$ cat config.mk
export PLATFORM = sky130hd
export DESIGN_NAME = f_loader
export DESIGN_NICKNAME = d
export VERILOG_FILES = /design/src/rtl/f_loader_pkg.sv /design/src/rtl/f_loader_addr_counter.sv /design/src/rtl/f_loader.sv
export SDC_FILE = /design/constraint.sdc
export NUM_CORES = 1
export LEC_CHECK = 0
export CELL_PAD_IN_SITES_DETAIL_PLACEMENT = 0
export CELL_PAD_IN_SITES_GLOBAL_PLACEMENT = 2
export CORE_MARGIN = 2
export CORE_UTILIZATION = 12
export DETAILED_ROUTE_END_ITERATION = 16
export MAX_ROUTING_LAYER = met4
export PLACE_DENSITY_LB_ADDON = 0.1
export SLEW_MARGIN = 25
export SYNTH_ARGS = -nofsm -noshare
export SYNTH_HDL_FRONTEND = slang
export SYNTH_SLANG_ARGS = --single-unit
$ cat constraint.sdc
create_clock -name clk -period 1.4 [get_ports clk]
set_input_delay 0.35 -clock clk [delete_from_list [all_inputs] [get_ports clk]]
set_output_delay 0.35 -clock clk [all_outputs]
set_load 0.01 [all_outputs]
$ cat src/rtl/f_loader_pkg.sv
// f_loader_pkg: shared loader state type and default vector geometry.
package f_loader_pkg;
    localparam int DEF_WIDTH = 16;
    localparam int DEF_SIZE = 64;
    localparam int DEF_LOGSIZE = 6;
    typedef enum logic [1:0] {LOAD, SETTLE, FULL} loader_state_t;
endpackage

$ cat src/rtl/f_loader_addr_counter.sv
// addr_counter: clearable write-address counter that wraps to 0 after MAX.
module addr_counter #(
    parameter int LOGSIZE = 6,
    parameter int MAX = 63
) (
    input  logic               clk,
    input  logic               reset,
    input  logic               clr,
    input  logic               inc,
    output logic [LOGSIZE-1:0] count
);
    always_ff @(posedge clk)
        if (reset || clr) count <= '0;
        else if (inc) count <= (count == LOGSIZE'(MAX)) ? '0 : count + 1'b1;
endmodule

$ cat src/rtl/f_loader.sv
// f_loader: streams one vector of coefficient words into the filter memory, then holds it until consumed.
module f_loader import f_loader_pkg::*; #(
    parameter int WIDTH = DEF_WIDTH,
    parameter int SIZE = DEF_SIZE,
    parameter int LOGSIZE = DEF_LOGSIZE
) (
    input  logic                     clk,
    input  logic                     reset,
    input  logic signed [WIDTH-1:0]  s_data_in,
    input  logic                     s_valid_in,
    output logic                     s_ready_out,
    output logic signed [WIDTH-1:0]  mem_data_out,
    output logic [LOGSIZE-1:0]       mem_addr_out,
    output logic                     mem_wr_en_out,
    output logic                     vec_valid_out,
    input  logic                     vec_consume_in
);
    loader_state_t state, state_next;
    logic last;
    logic clr;
    always_ff @(posedge clk)
        state <= reset ? LOAD : state_next;
    // SETTLE covers the memory's one-cycle registered parallel-output latency
    always_comb begin
        s_ready_out = state == LOAD && !reset;
        mem_wr_en_out = s_valid_in && s_ready_out;
        vec_valid_out = state == FULL && !reset;
        clr = state != LOAD;
        last = mem_wr_en_out && mem_addr_out == LOGSIZE'(SIZE - 1);
        state_next = (state == LOAD && last) ? SETTLE :
                     (state == SETTLE) ? FULL :
                     (state == FULL && vec_consume_in) ? LOAD : state;
    end
    assign mem_data_out = s_data_in;
    addr_counter #(.LOGSIZE(LOGSIZE), .MAX(SIZE - 1)) u_cnt (
        .clk(clk),
        .reset(reset),
        .clr(clr),
        .inc(mem_wr_en_out),
        .count(mem_addr_out)
    );
endmodule

==> impl_metrics.csv, run 1 <==
group,metric,value,unit
grt,antenna_found_initial,0,
route,routed-via-count,403,
timing,clock_skew,2.73,ps
yosys,yosys.area.top_type_share,0.324,
grt,grtUsageTotal,0.0615,
clock_tree,numCtsBuffers,3,
timing,max_freq,666,MHz
yosys,synth_area,494,um2
timing,rsz0062_at_grt,"yes",
worst_setup_path,crit_type,"flip-flop to primary output",
pwr,max-vdd-ir-drop,0.162,mV
timing,setup_ws,-101,ps
yosys,synth-seq-cells,8,
grt,grt_pass1_wl,1920,um
timing,period_share,1.07,
worst_setup_path,cp_top_family,"simple AND/OR/NAND/NOR gates",
worst_setup_path,crit_slowest_cell,"or3_4",
worst_setup_path,crit_path_max_incr_delay,400,ps
route,drt_drc_violations_left,0,
outcome,failed_checks,"negative setup slack",
grt,grt-ovfl-total,0,
worst_setup_path,cp-endpoint,"mem_wr_en_out",
worst_setup_path,r2r-start,"u_cnt.count[1]",
die,die_h,68.2,um
worst_setup_path,required,1050,ps
clock_tree,tritoncts,"yes",
yosys,synth_edf_count,0,
final_layout,fin_area,688,um2
grt,grt_pass1_vias,421,
clock_tree,insertion_delay,230,ps
worst_setup_path,crit_path_start,"state[0]",
placed_design,dp_hpwl,1020,um
run,maxCapViolCount,0,
route,viasPerCell,3.30,
pwr,cellLeakagePower,0.293,nW
pwr,power_density,856,nW/um2
die,core,3970,um2
timing,tns,-160,ps
clock_tree,path_clk_slew,40,ps
worst_setup_path,path_depth,3,
yosys,yosysSeqAreaShare,0.324,
route,routedWlPerCell,10.5,um
route,dr.first_iter.drc_count,9,
worst_setup_path,path_max_fanout,3,
yosys,ys.flop_type,"dfxtp_1",
placed_design,dp_cells,119,
worst_setup_path,endpoint_kind,"primary output",
placed_design,post_dp_cell_area,638,um2
grt,grt_max_degree,7,
yosys,synth.top_cells.by_count,"buf_4 (16), dfxtp_1 (8), nand2_1 (6), nor2_1 (6), a21oi_1 (5)",
die,row_count,23,
worst_setup_path,reg2reg_depth,4,
clock_tree,cts_sinks,8,
die,die_area,4650,um2
worst_setup_path,crit_path_start_kind,"flip-flop",
outcome,status,"finished with violations",
final_layout,drive_above_1_share,0.389,
placed_design,port_buffers,12,
final_layout,area_growth,39.2,%
route,antenna_left,0,
placed_design,routabilityCongestion,0.682,
die,top_level_ports,45,
die,die_width,68.2,um
worst_setup_path,path_buf_inv,1,
yosys,synthCells,63,
worst_hold_path,hold_class,"input pin to flip-flop",
timing,worst_slew_pin_slew,165,ps
clock_tree,clock_path_buffers,2,
worst_setup_path,cp.arrival,1150,ps
pwr,finalPower,589,uW
worst_setup_path,path_cells,"or3_4, nor2_2, buf_2",
yosys,synth_most_common_cell,"buf_4",
final_layout,diodes,0,
placed_design,pre_cts_ws,-739,ps
route,drtPass1Iterations,4,
clock_tree,clk_root_buffer_cell,"clkbuf_8",
timing,layout_min_cycle_time,1500,ps
worst_setup_path,regToRegSetupSlack,90,ps
clock_tree,cts_setup_buffers,0,
yosys,synth_area_per_cell,7.84,um2
die,start_util,0.124,
yosys,synth_area_leaders,"dfxtp_1 (32%), buf_4 (24%), a21oi_1 (5.1%)",
timing,slew-limit-headroom,0.889,
route,finalWirelength,1290,um
clock_tree,cts_htree_levels,1,
final_layout,fin_nets,95,
final_layout,post-route-util,0.173,
timing,holdWs,408,ps
final_layout,finalNonFillerCells,122,
timing,setup_viol,2,
yosys,synth_warnings,0,
timing,slew_violations,0,
yosys,synth_nets,84,
timing,hold_viol,0,
worst_setup_path,r2r_end,"state[0]",
yosys,synthArstFlopShare,0,
yosys,yosys.cell_types.count,20,
yosys,yosys.area.top_type,"dfxtp_1",
[cells in the final DEF, fill, tap and decap left out]
cell / Yosys / layout
o21ai_0: 2 / 2
inv_1: 2 / 1
dfxtp_2: 0 / 2
nand2_1: 6 / 5
o211ai_1: 1 / 1
nand2_2: 0 / 1
dfxtp_1: 8 / 5
dfxtp_4: 0 / 1
or3_4: 0 / 1
xor2_1: 2 / 2
dlygate4sd2_1: 0 / 7
ha_4: 0 / 1
nor2_2: 0 / 1
or4b_1: 1 / 1
or3_1: 3 / 2
inv_2: 1 / 2
nor2b_1: 1 / 1
buf_6: 0 / 1
mux2i_1: 1 / 1
nand4_1: 2 / 2
buf_4: 16 / 11
nor2_1: 6 / 5
nor3b_2: 0 / 1
a21oi_1: 5 / 5
buf_2: 0 / 3
nand3_1: 2 / 2
clkdlybuf4s50_1: 0 / 1
a31oi_1: 1 / 1
clkbuf_8: 0 / 3
[area by class of cell]
type / instances / area (um2)
Sequential cell: 8 / 166
Inverter: 3 / 11.3
Tap cell: 50 / 62.6
Fill cell: 470 / 3280
Multi-Input combinational cell: 35 / 226
Clock buffer: 3 / 41.3
Timing Repair Buffer: 23 / 180
[how the worst min path moves through the flow]
stage,cells past startpoint,startpoint,endpoint
after CTS,3,reset,state[0]
after detailed placement,2,u_cnt.count[5],u_cnt.count[5]
after global routing,3,reset,state[0]
after floorplan,1,reset,state[0]
final,3,reset,state[0]
after global placement,2,u_cnt.count[5],u_cnt.count[5]
[layer usage]
layer,track usage,wire (um),vias up
met3,0.0148,99,2
met4,0.0525,26,0
li1,-,-,216
met1,0.0731,599,173
met2,0.0862,560,12
met5,-,0,-
[report_power, final]
group	internal [mW]	switching, mW
clock	0.187	0.0953
sequential	0.234	0.00735
combinational	0.0355	0.0305
total	0.456	0.133
[what timing repair did]
action	in CTS	in global routing
pin swaps	3	5
gates cloned	0	0
hold buffers	0	0
endpoints found under the hold margin	0	0
gates resized for setup	27	7
endpoints found under the setup margin	11	4
[worst reg2reg max path, cell delays in order (launching register included)]
cell     delay (ps)
dfxtp_4         370
ha_4            140
nand2_2          60
or4b_1          530
a21oi_1         140
[cell families (layout without fill, tap and decap cells)]
group           after synthesis  count (layout)  synth area share
simple gates                 22              22             0.223
buf+inv                      20              29             0.273
compound gates                9               9            0.0987
flops                         8               8             0.324
xor+xnor                      2               2            0.0354
fa+ha+maj                     1               1            0.0253
mux                           1               1            0.0203
[sequential cells by signal, indices dropped and copies added, names as in the netlist]
| name | cells |
|---|---|
| state | 2 |
| u_cnt.count | 6 |
Note: power is estimated with default switching activity, not from simulation.
==> run 2: changes to the inputs <==
--- a/config.mk
+++ b/config.mk
@@ -9,6 +9,7 @@
 export CELL_PAD_IN_SITES_GLOBAL_PLACEMENT = 2
 export CORE_MARGIN = 2
 export CORE_UTILIZATION = 12
+export CTS_CLUSTER_DIAMETER = 80
 export DETAILED_ROUTE_END_ITERATION = 16
 export MAX_ROUTING_LAYER = met4
 export PLACE_DENSITY_LB_ADDON = 0.1
==> results of run 2 <==
No change in the layout: final DEF, timing and power equal those of run 1.
==> run 3: changes to the inputs <==
--- a/config.mk
+++ b/config.mk
@@ -7,13 +7,12 @@
 export LEC_CHECK = 0
 export CELL_PAD_IN_SITES_DETAIL_PLACEMENT = 0
 export CELL_PAD_IN_SITES_GLOBAL_PLACEMENT = 2
-export CORE_MARGIN = 2
 export CORE_UTILIZATION = 12
 export CTS_CLUSTER_DIAMETER = 80
 export DETAILED_ROUTE_END_ITERATION = 16
 export MAX_ROUTING_LAYER = met4
 export PLACE_DENSITY_LB_ADDON = 0.1
-export SLEW_MARGIN = 25
+export SLEW_MARGIN = 20
 export SYNTH_ARGS = -nofsm -noshare
 export SYNTH_HDL_FRONTEND = slang
 export SYNTH_SLANG_ARGS = --single-unit
==> run 3 against run 2 <==
Against the previous run:
- the flow still finishes with violations (negative setup slack)
- combinational power hardly changed
- power is 1.1% higher
- wire length is 2.0% lower
- sequential power hardly changed
- largest power group unchanged
- highest routed layer unchanged
==> impl_metrics.csv, run 3 (synthesized netlist as in run 1, its figures left out) <==
group,metric,value,unit
outcome,status,"finished with violations",
outcome,failed_checks,"negative setup slack",
die,core,3800,um2
route,drtPass1Iterations,4,
grt,grt-ovfl-total,0,
clock_tree,clock_path_buffers,2,
worst_setup_path,path_max_fanout,3,
worst_setup_path,r2r-start,"u_cnt.count[1]",
die,start_util,0.130,
route,dr.first_iter.drc_count,6,
die,die_width,66.2,um
placed_design,dp_hpwl,1040,um
grt,grt_pass1_wl,1950,um
clock_tree,clk_root_buffer_cell,"clkbuf_8",
clock_tree,insertion_delay,230,ps
grt,antenna_found_initial,0,
timing,slew_violations,0,
clock_tree,cts_htree_levels,1,
final_layout,regMostFlops,"u_cnt.count",
timing,worst_slew_pin_slew,146,ps
die,die_area,4380,um2
die,row_count,22,
timing,setup_ws,-110,ps
final_layout,drive_above_1_share,0.356,
route,drt_drc_violations_left,0,
timing,layout_min_cycle_time,1510,ps
placed_design,port_buffers,12,
worst_setup_path,crit_path_start,"state[0]",
final_layout,area_growth,39.7,%
final_layout,largest_registers,"u_cnt.count: 6 flops, state: 2 flops",
pwr,finalPower,596,uW
worst_hold_path,worstHoldStart,"reset",
final_layout,final_cell_mix,"buf_4 (12), dlygate4sd2_1 (7), nand2_1 (6)",
worst_setup_path,cp.arrival,1160,ps
final_layout,fin_area,691,um2
placed_design,post_dp_cell_area,643,um2
worst_setup_path,endpoint_kind,"primary output",
route,viasPerCell,3.46,
route,routedWlPerCell,10.4,um
timing,clock_skew,3.94,ps
pwr,max-vdd-ir-drop,0.143,mV
grt,grtUsageTotal,0.0648,
clock_tree,tritoncts,"yes",
timing,max_freq,662,MHz
timing,slew-limit-headroom,0.902,
route,routed-via-count,419,
final_layout,layout_commonest_cell,"buf_4",
worst_hold_path,hold_class,"input pin to flip-flop",
timing,setup_viol,2,
clock_tree,cts_setup_buffers,0,
placed_design,routabilityCongestion,0.660,
final_layout,fin_nets,96,
pwr,power_density,862,nW/um2
grt,grt_pass1_vias,433,
route,finalWirelength,1260,um
clock_tree,cts_sinks,8,
worst_setup_path,required,1050,ps
timing,hold_viol,0,
timing,period_share,1.08,
clock_tree,path_clk_slew,40,ps
clock_tree,numCtsBuffers,3,
grt,grt_max_degree,7,
timing,rsz0062_at_grt,"yes",
final_layout,largest_reg_flops,6,
route,antenna_left,0,
run,maxCapViolCount,0,
worst_setup_path,regToRegSetupSlack,90,ps
die,die_h,66.2,um
final_layout,diodes,0,
pwr,cellLeakagePower,0.297,nW
worst_setup_path,crit_path_start_kind,"flip-flop",
worst_setup_path,crit_type,"flip-flop to primary output",
die,top_level_ports,45,
## run 3: cell types whose count changed in the layout (fill, tap and decap cells not counted)
cell / before / now
nand2_2: 1 / 0
buf_4: 11 / 12
clkdlybuf4s15_1: 0 / 1
inv_1: 1 / 2
ha_2: 0 / 1
ha_4: 1 / 0
nor2_2: 1 / 0
inv_2: 2 / 1
buf_2: 3 / 2
nor2_4: 0 / 1
nand2_1: 5 / 6
## run 3: through the flow
step	std cells	setup slack, ps	util	setup TNS (ps)	hold slack, ps
floorplan	63	37.5	-	0	419
global placement	118	-731	0.169	-3410	518
detailed placement	118	-756	0.169	-3370	507
CTS	121	-139	0.176	-240	510
global route	121	-133	0.182	-262	525
finish	121	-110	0.182	-203	502
## run 3: path summary, 6_finish.rpt
path / end / cells after the start
worst min-delay path: state[0] / 3
worst min register to register: u_cnt.count[5] / 2
worst max-delay path: s_ready_out / 3
worst max register to register: state[0] / 4
## run 3: layout make-up
cell class | count | area, um2
Clock buffer | 3 | 41.3
Fill cell | 443 | 3110
Inverter | 3 | 11.3
Multi-Input combinational cell | 35 | 219
Sequential cell | 8 | 166
Tap cell | 48 | 60.1
Timing Repair Buffer | 24 | 193
## run 3: per-layer routing
metal	share of wire	global-route usage	vias to the layer above	wire, um
li1	-	-	217	-
met2	0.39	0.0829	14	497
met4	0.032	0.0532	0	40
met5	0	-	-	0
met3	0.11	0.0328	7	137
met1	0.46	0.0739	181	585
## run 3: repair_timing
action                     in CTS  in global routing
resized for setup              23                  6
hold endpoints to repair        0                  0
pin swaps                       2                  2
setup endpoints to repair      11                  4
hold buffers                    0                  0
## run 3: power by group
| group | total [mW] | switching (mW) | leakage, nW | internal [mW] |
|---|---|---|---|---|
| Combinational | 0.0659 | 0.0307 | 0.210 | 0.0353 |
| Sequential | 0.239 | 0.00569 | 0.0663 | 0.234 |
| Clock | 0.290 | 0.103 | 0.0216 | 0.187 |
| Total | 0.596 | 0.139 | 0.297 | 0.456 |
## run 3: critical path, cell delays in order, from the launching register on
cell and delay, ps:
dfxtp_2 310, or3_4 410, inv_1 80, buf_2 130
